**config.mk**
```make
export PLATFORM = sky130hd
export DESIGN_NAME = popcount19_weight_gen
export DESIGN_NICKNAME = d
export VERILOG_FILES = /design/src/rtl/popcount19_gen_pkg.sv /design/src/rtl/popcount19_comb_next.sv /design/src/rtl/popcount19_weight_gen.sv
export SDC_FILE = /design/constraint.sdc
export NUM_CORES = 1
export LEC_CHECK = 0
export CAP_MARGIN = 25
export CORE_MARGIN = 4
export CORE_UTILIZATION = 45
export CTS_BUF_LIST = sky130_fd_sc_hd__clkbuf_2
export CTS_CLUSTER_SIZE = 16
export DETAILED_ROUTE_END_ITERATION = 10
export PLACE_DENSITY = 0.66
export SYNTH_ARGS = -nofsm -noshare
export SYNTH_HDL_FRONTEND = slang
export SYNTH_SLANG_ARGS = --single-unit
```
**constraint.sdc**
```tcl
create_clock -name clk -period 9.8 [get_ports clk]
set_input_delay 0.98 -clock clk [delete_from_list [all_inputs] [get_ports clk]]
set_output_delay 0.98 -clock clk [all_outputs]
set_load 0.005 [all_outputs]
```
**src/rtl/popcount19_gen_pkg.sv**
```systemverilog
// Shared constants, FSM state type and weight-class helpers
// for the popcount19 per-weight stimulus generator.
package popcount19_gen_pkg;

    localparam int N  = 19;
    localparam int WW = 5;
    localparam int IW = 17;

    typedef enum logic {
        IDLE = 1'b0,
        RUN  = 1'b1
    } state_t;

    // Smallest N-bit vector of weight w: ones packed at the bottom
    function automatic logic [N-1:0] first_vec(input logic [WW-1:0] w);
        logic [N-1:0] v;
        v = '0;
        for (int i = 0; i < N; i++)
            v[i] = (i < int'(w));
        return v;
    endfunction

    // Largest N-bit vector of weight w: ones packed at the top
    function automatic logic [N-1:0] last_vec(input logic [WW-1:0] w);
        logic [N-1:0] v;
        v = '0;
        for (int i = 0; i < N; i++)
            v[i] = (i >= N - int'(w));
        return v;
    endfunction

endpackage

```
**src/rtl/popcount19_comb_next.sv**
```systemverilog
// Gosper successor: next larger N-bit vector with the same weight.
// Only meaningful when the input is not already the top of its class.
module popcount19_comb_next
    import popcount19_gen_pkg::*;
(
    input  logic [N-1:0] i_x,
    output logic [N-1:0] o_next
);

    logic [N:0]    w_xe;
    logic [N:0]    w_c;
    logic [N:0]    w_r;
    logic [N:0]    w_rx;
    logic [N-1:0]  w_t;
    logic [WW-1:0] w_ctz;

    assign w_xe = {1'b0, i_x};
    assign w_c  = w_xe & (-w_xe);
    assign w_r  = w_xe + w_c;
    assign w_rx = w_r ^ w_xe;
    assign w_t  = N'(w_rx >> 2);

    // Priority encoder: index of the lowest set bit
    always_comb begin
        w_ctz = '0;
        for (int i = N - 1; i >= 0; i--)
            if (i_x[i])
                w_ctz = WW'(i);
    end

    assign o_next = N'(w_r) | (w_t >> w_ctz);

endmodule

```
**src/rtl/popcount19_weight_gen.sv**
```systemverilog
// Emits every 19-bit vector of a requested weight, ascending,
// one per accepted beat, with valid/ready backpressure and abort.
module popcount19_weight_gen
    import popcount19_gen_pkg::*;
(
    input  logic          clk,
    input  logic          rst,
    input  logic          cmd_valid,
    output logic          cmd_ready,
    input  logic [WW-1:0] cmd_weight,
    output logic          cmd_err,
    output logic          out_valid,
    input  logic          out_ready,
    output logic [N-1:0]  out_vec,
    output logic [WW-1:0] out_weight,
    output logic [IW-1:0] out_index,
    output logic          out_last,
    input  logic          abort
);

    state_t        r_state;
    state_t        w_state_nxt;
    logic [N-1:0]  r_vec;
    logic [WW-1:0] r_weight;
    logic [IW-1:0] r_index;
    logic          r_err;
    logic [N-1:0]  w_next;
    logic          w_cmd_hs;
    logic          w_cmd_ok;
    logic          w_beat;
    logic          w_last;

    popcount19_comb_next u_next (
        .i_x    (r_vec),
        .o_next (w_next)
    );

    // abort wins over a command presented in the same cycle
    assign w_cmd_hs = cmd_valid && (r_state == IDLE) && !abort;
    assign w_cmd_ok = w_cmd_hs && (cmd_weight <= WW'(N));
    assign w_beat   = (r_state == RUN) && out_ready;
    assign w_last   = (r_state == RUN) && (r_vec == last_vec(r_weight));

    always_ff @(posedge clk or posedge rst) begin
        if (rst)
            r_state <= IDLE;
        else
            r_state <= w_state_nxt;
    end

    always_comb begin
        w_state_nxt = r_state;
        unique case (r_state)
            IDLE: if (w_cmd_ok) w_state_nxt = RUN;
            RUN:  if (abort || (w_beat && w_last)) w_state_nxt = IDLE;
            default: w_state_nxt = IDLE;
        endcase
    end

    always_ff @(posedge clk or posedge rst) begin
        if (rst) begin
            r_vec    <= '0;
            r_weight <= '0;
            r_index  <= '0;
            r_err    <= 1'b0;
        end else begin
            r_err <= w_cmd_hs && !w_cmd_ok;
            if (w_cmd_ok) begin
                r_vec    <= first_vec(cmd_weight);
                r_weight <= cmd_weight;
                r_index  <= '0;
            end else if (w_beat && !w_last && !abort) begin
                r_vec    <= w_next;
                r_index  <= r_index + IW'(1);
            end
        end
    end

    assign cmd_ready  = (r_state == IDLE);
    assign cmd_err    = r_err;
    assign out_valid  = (r_state == RUN);
    assign out_vec    = r_vec;
    assign out_weight = r_weight;
    assign out_index  = r_index;
    assign out_last   = w_last;

endmodule

```
# [After elaboration in Yosys (flattened, before gate mapping)]
# Cells that the tools add are included.
[word_totals] reg_bits=43 in_bits=10 out_inout_bits=45
[op_classes] add_sub_neg=4 magnitude_cmp=39 n_eq_ne=1 shifts=1 n_mux=26 bitwise_logic=4 reduce_logical=14
[ops] operator="two-way mux 5 bit" count=19
[ops] operator=">= comparator 5 x 6 -> 1 bit, first input constant" count=8
[ops] operator="< comparator 4 x 5 -> 1 bit, first input constant" count=8
[ops] operator="two-way mux 19 bit" count=2
[ops] operator="two-way mux 17 bit" count=2
[ops] operator=">= comparator 4 x 6 -> 1 bit, first input constant" count=4
[ops] operator="adder 19 x 20 -> 20 bit" count=1
[ops] operator="bitwise AND 19 x 20 -> 20 bit" count=1
[ops] operator="< comparator 3 x 5 -> 1 bit, first input constant" count=4
[ops] operator="negation 19 -> 20 bit" count=1
[ops] operator="XOR 20 x 19 -> 20 bit" count=1
[ops] operator="equality test 19 bit" count=1
[ops] operator="bitwise OR 19 bit" count=1
[ops] operator="right shift 18 x 5 -> 19 bit" count=1
[ops] operator=">= comparator 6 bit, first input constant" count=3
[ops] operator="adder 17 x 1 -> 17 bit, second input constant" count=1
[ops] operator="< comparator 5 bit, first input constant" count=3
[ops] operator=">= comparator 3 x 6 -> 1 bit, first input constant" count=2
[ops] operator="< comparator 1 x 5 -> 1 bit, first input constant" count=2
[ops] operator="< comparator 2 x 5 -> 1 bit, first input constant" count=2
[ops] operator="logical AND 1 bit" count=9
[ops] operator=">= comparator 1 x 6 -> 1 bit, first input constant" count=1
[ops] operator=">= comparator 2 x 6 -> 1 bit, first input constant" count=1
[ops] operator="subtractor 5 x 5 -> 6 bit, first input constant" count=1
[ops] operator="other kinds (7)" count=10

# [Logic depth before layout (Yosys ltp)]
[logic_depth] depth_word=23 mapped_depth=14 mapped_depth_nobuf=11

# [By module]
# From an unflattened synthesis, not the netlist that was laid out.
[unflattened] cells_unflattened=736 hier_area_um2=5611.6
[modules_own_cells] module="popcount19_weight_gen" instances=1 cells_per_inst=382 area_per_inst_um2=3190.6
[modules_own_cells] module="popcount19_comb_next" instances=1 cells_per_inst=354 area_per_inst_um2=2421.1

# [Worst setup path after synthesis]
# Ideal clock, no wire load.
[synth_timing] path_type="reg-to-output" start="register r_weight[2], in the netlist out_weight[2]" end="output out_last" t_arrival_ns=3.156 required_time_ns=8.820 setup_slack_ns=5.664 path_stages_with_launch=12 cell_sequence="dfrtp_1 > inv_1 > ha_1 > buf_2 > nand2b_1 > o21ai_0 > nand4_1 > and3_1 > or4b_1 > or4b_1 > or4_1 > nor3_2"
[synth_between] elab_chain_cells=4 elab_cells_between_ends=22 classes_between="add/sub: 1; order compare: 19; eq/ne: 1; reduce/logical: 1"
[synth_lines] item="from (decl)" line="popcount19_weight_gen.sv:24" rtl="logic [WW-1:0] r_weight;"
[synth_lines] item="from (signal assigned)" line="popcount19_weight_gen.sv:70" rtl="r_weight <= cmd_weight;"
[synth_lines] item="subtractor 5 x 5 -> 6 bit (*)" line="popcount19_gen_pkg.sv:28" rtl="v[i] = (i >= N - int'(w));"
[synth_lines] item=">= comparator 1 x 6 -> 1 bit (tied with other cells)" line="popcount19_gen_pkg.sv:28"
[synth_lines] item="equality test 19 bit (*)" line="popcount19_weight_gen.sv:42" rtl="assign w_last = (r_state == RUN) && (r_vec == last_vec(r_weight));"
[synth_lines] item="logical AND 1 bit (*)" line="popcount19_weight_gen.sv:42"
[synth_lines] item="to (decl)" line="popcount19_weight_gen.sv:17" rtl="output logic out_last,"
# Mark *: on every way between the ends. The rest lies on a longest branch, timed or not.

# [Worst setup path in the final report]
# Same ends and word-level chain as after synthesis.

==> reports/qor.txt <==
Skew-Pair Late Insertion Delay - 0.45 ns
Via density per instance - 6.968
Commonest cells after routing, fill and taps aside - nand2_1 (75), nor2_1 (71), clkdlybuf4s50_1 (54)
Clock transition at path regs - 0.25 ns
Drt drc - 0
Hold Path Depth - 1
DRT Pass-1 Iters - 6
EDFF count, synth - 0
Ys flop type - dfrtp_1
Deepest clock path buffer count - 2
Syn_area_per_cell - 7.226 µm²
Finished Cell Area - 5788 µm²
XOR/XNOR share of the synthesized area - 0.01862
Crit Path Max Fanout - 20
Worst path bufs/invs - 2
Synthesized flop and latch total - 43
Post-cts hold buffer count - 0
Placed instance area - 5717 µm²
Simple-gate portion of the synthesized area - 0.3233
R2R Setup Slk - 5.62 ns
Status - completed
Largest net degree at the start of global routing - 44
Share of cells above drive strength 1 - 0.06584
DIE WIDTH - 115.2 µm
Async SR Flop Fraction - 1.000
Top delay family on crit path - simple AND/OR/NAND/NOR gates
Total Wirelength - 20,350 µm
Synth Instances - 716
Cell variety after synth - 93
Die Area - 13,280 µm²
Post-Route Skew - 0.009267 ns
Worst Max-Slew Pin Slew - 1.043 ns
Final worst slack - 4.230 ns
Post-Syn Area - 5174 µm²
Min-Delay Path Class - reg2reg
Critical path class - reg2out
Hold Crit Start - out_index[11]$_DFFE_PP0P_
Slew Limit Fails - 0
First-pass GRT wire length - 31,930 µm
DR vias - 6,055
Cells on worst reg2reg path - 11
Adder-Cell Fraction of Synth Area - 0.01209
Relative slew slack - 0.3044
Post-CTS setup buffers - 0
H-tree levels - 2
Final period util - 0.5684
Half-perimeter wire length after detailed placement - 14,870 µm
Finish-stage setup viols - 0
Die Height - 115.2 µm
Clk sink count - 43
Place WS - 4.790 ns
Starting Density - 0.4690
Synth Area in Compound Gates - 0.3352
Clock period minus worst slack - 5.570 ns
Sum Neg Setup Slack - 0 ns
Wire length per cell - 23.41 µm
Vias in the first global route - 5,579
Area growth from synthesis to layout - 11.87%
Most Frequent Cell on Critical Path - or4b_1
Grt total ovfl - 0
RSZ-0062 raised after global routing - no
Startpoint types - flip-flop
Total GRT Usage - 0.3070
Reg2reg start - out_weight[2]$_DFFE_PP0P_
Clock root cell - clkbuf_2
Number of cells upsized or downsized after cts - 0
CTS Buf Count - 5
Final nets - 743
Fillcell total - 1,090
CP endpoint kind - output pin
Sequential area share after synthesis - 0.2080
Antenna viol nets, final - 0
Final core occ - 0.5247
Worst Hold Endpoint - out_index[11]$_DFFE_PP0P_
Max frequency - 179.5 MHz
Commonest non-fill, non-tap cell in the layout - nand2_1
Stages on worst setup path - 11
Antenna violations before repair - 0
GPL Wtd Cong - 1.068
Worst r2r dst - out_vec[4]$_DFFE_PP0P_
Pwr per Cell Area - 212.5 nW/µm²
Max Cap Viol - 0
Num ports - 55
Critical-path cell list - inv_1 > ha_1 > nand2b_1 > o21ai_0 > nand4_1 > and3_1 > or4b_1 > or4b_1 > or4_1 > nor3_2 > clkdlybuf4s50_1
Core area - 11,030 µm²
LEAKAGE - 0.002118 µW
Data required, critical path - 8.82 ns
Crit path DAT - 4.59 ns
CP peak stage delay - 0.58 ns
Post-synthesis mux area share - 0.04039
Row cnt - 38
Initial DRC Count - 1,004
Critical-path top delay cell - dfrtp_1
CTS tree - yes
N_diodes - 0
Largest family of logic cells by synthesized area - compound AO/OA/AOI/OAI gates
Syn nets - 731
IO Port Bufs - 54
Maximum VDD drop - 134.8 µV
Final Hold Fails - 0
Yosys warning total - 0
==> through the flow <==
step | power (µW) | hold slack [ns] | cells
6_report | 1230 | 0.5278 | 869
5_1_grt | 1301 | 0.5517 | 869
3_5_place_dp | 1081 | 0.5035 | 861
3_3_place_gp | 1088 | 0.4859 | 861
2_1_floorplan | 808.8 | 0.4868 | 716
4_1_cts | 1195 | 0.5310 | 869
==> per-layer routing <==
metal,track usage,part of all wire,up-vias
met4,0.08920,0.023,0
met3,0.07684,0.11,38
met2,0.4641,0.45,382
met5,0,0,-
met1,0.4340,0.42,2886
li1,-,-,2749
==> flip-flops by register name, summed over array words and instances, names as in the netlist <==
register	flops
out_vec	19
out_valid	1
out_weight	5
cmd_err	1
out_index	17
==> where the power goes <==
part           total [µW]  leakage, µW  switching (µW)  internal (µW)
clock network         111    0.0000396            67.4           43.9
registers             352     0.000528             144            208
logic                 767      0.00155             459            307
==> cells by family (layout without fill, tap and decap cells) <==
logic type	Yosys count	count (layout)
AO/OA/AOI/OAI	241	241
multiplexers	20	20
AND/OR/NAND/NOR	319	319
buffers and inverters	77	90
flip-flops	43	43
XOR/XNOR	11	11
adder cells (fa/ha/maj)	5	5
==> Yosys cell counts (all sizes together) (5+ instances only) <==
library cell / count / area [µm²]
a211oi: 10 / 87.58
a21o: 6 / 45.04
a21oi: 45 / 225.2
a221oi: 6 / 58.80
a22oi: 5 / 51.30
a31oi: 12 / 81.33
and2: 8 / 50.05
and3: 7 / 43.79
and4: 6 / 52.55
buf: 21 / 112.6
clkbuf: 37 / 138.9
dfrtp: 43 / 1076
ha: 5 / 62.56
inv: 19 / 71.32
mux2i: 16 / 160.2
nand2: 75 / 281.5
nand2b: 14 / 87.58
nand3: 33 / 165.2
nand4: 14 / 93.84
nor2: 71 / 266.5
nor2b: 13 / 81.33
nor3: 25 / 130.1
nor4: 12 / 105.1
o2111ai: 5 / 43.79
o211ai: 11 / 82.58
o21ai: 58 / 294.0
o221a: 6 / 67.56
o311ai: 5 / 43.79
o31ai: 10 / 75.07
or2: 8 / 50.06
or3: 7 / 43.79
or4: 12 / 90.09
xnor2: 6 / 52.55
xor2: 5 / 43.79
==> worst max-delay path by stage <==
stage | startpoint | to | slack (ns)
finish | out_weight[2]$_DFFE_PP0P_ | out_last | 4.23
global route | out_weight[2]$_DFFE_PP0P_ | out_last | 3.97
CTS | out_weight[2]$_DFFE_PP0P_ | out_last | 4.24
detailed placement | out_weight[2]$_DFFE_PP0P_ | out_last | 4.79
global placement | out_weight[2]$_DFFE_PP0P_ | out_last | 4.85
floorplan | out_weight[2]$_DFFE_PP0P_ | out_last | 5.66
==> area by class of cell <==
class	count	area, µm²	area share
Inverter	19	71.32	0.01232
Timing Repair Buffer	63	608.1	0.1051
Multi-Input combinational cell	596	3786	0.6541
Sequential cell	43	1076	0.1859
Clock inverter	3	46.29	0.007998
Clock buffer	5	25.02	0.004323
Tap cell	140	175.2	0.03026
(Power assumes the default switching activity.)
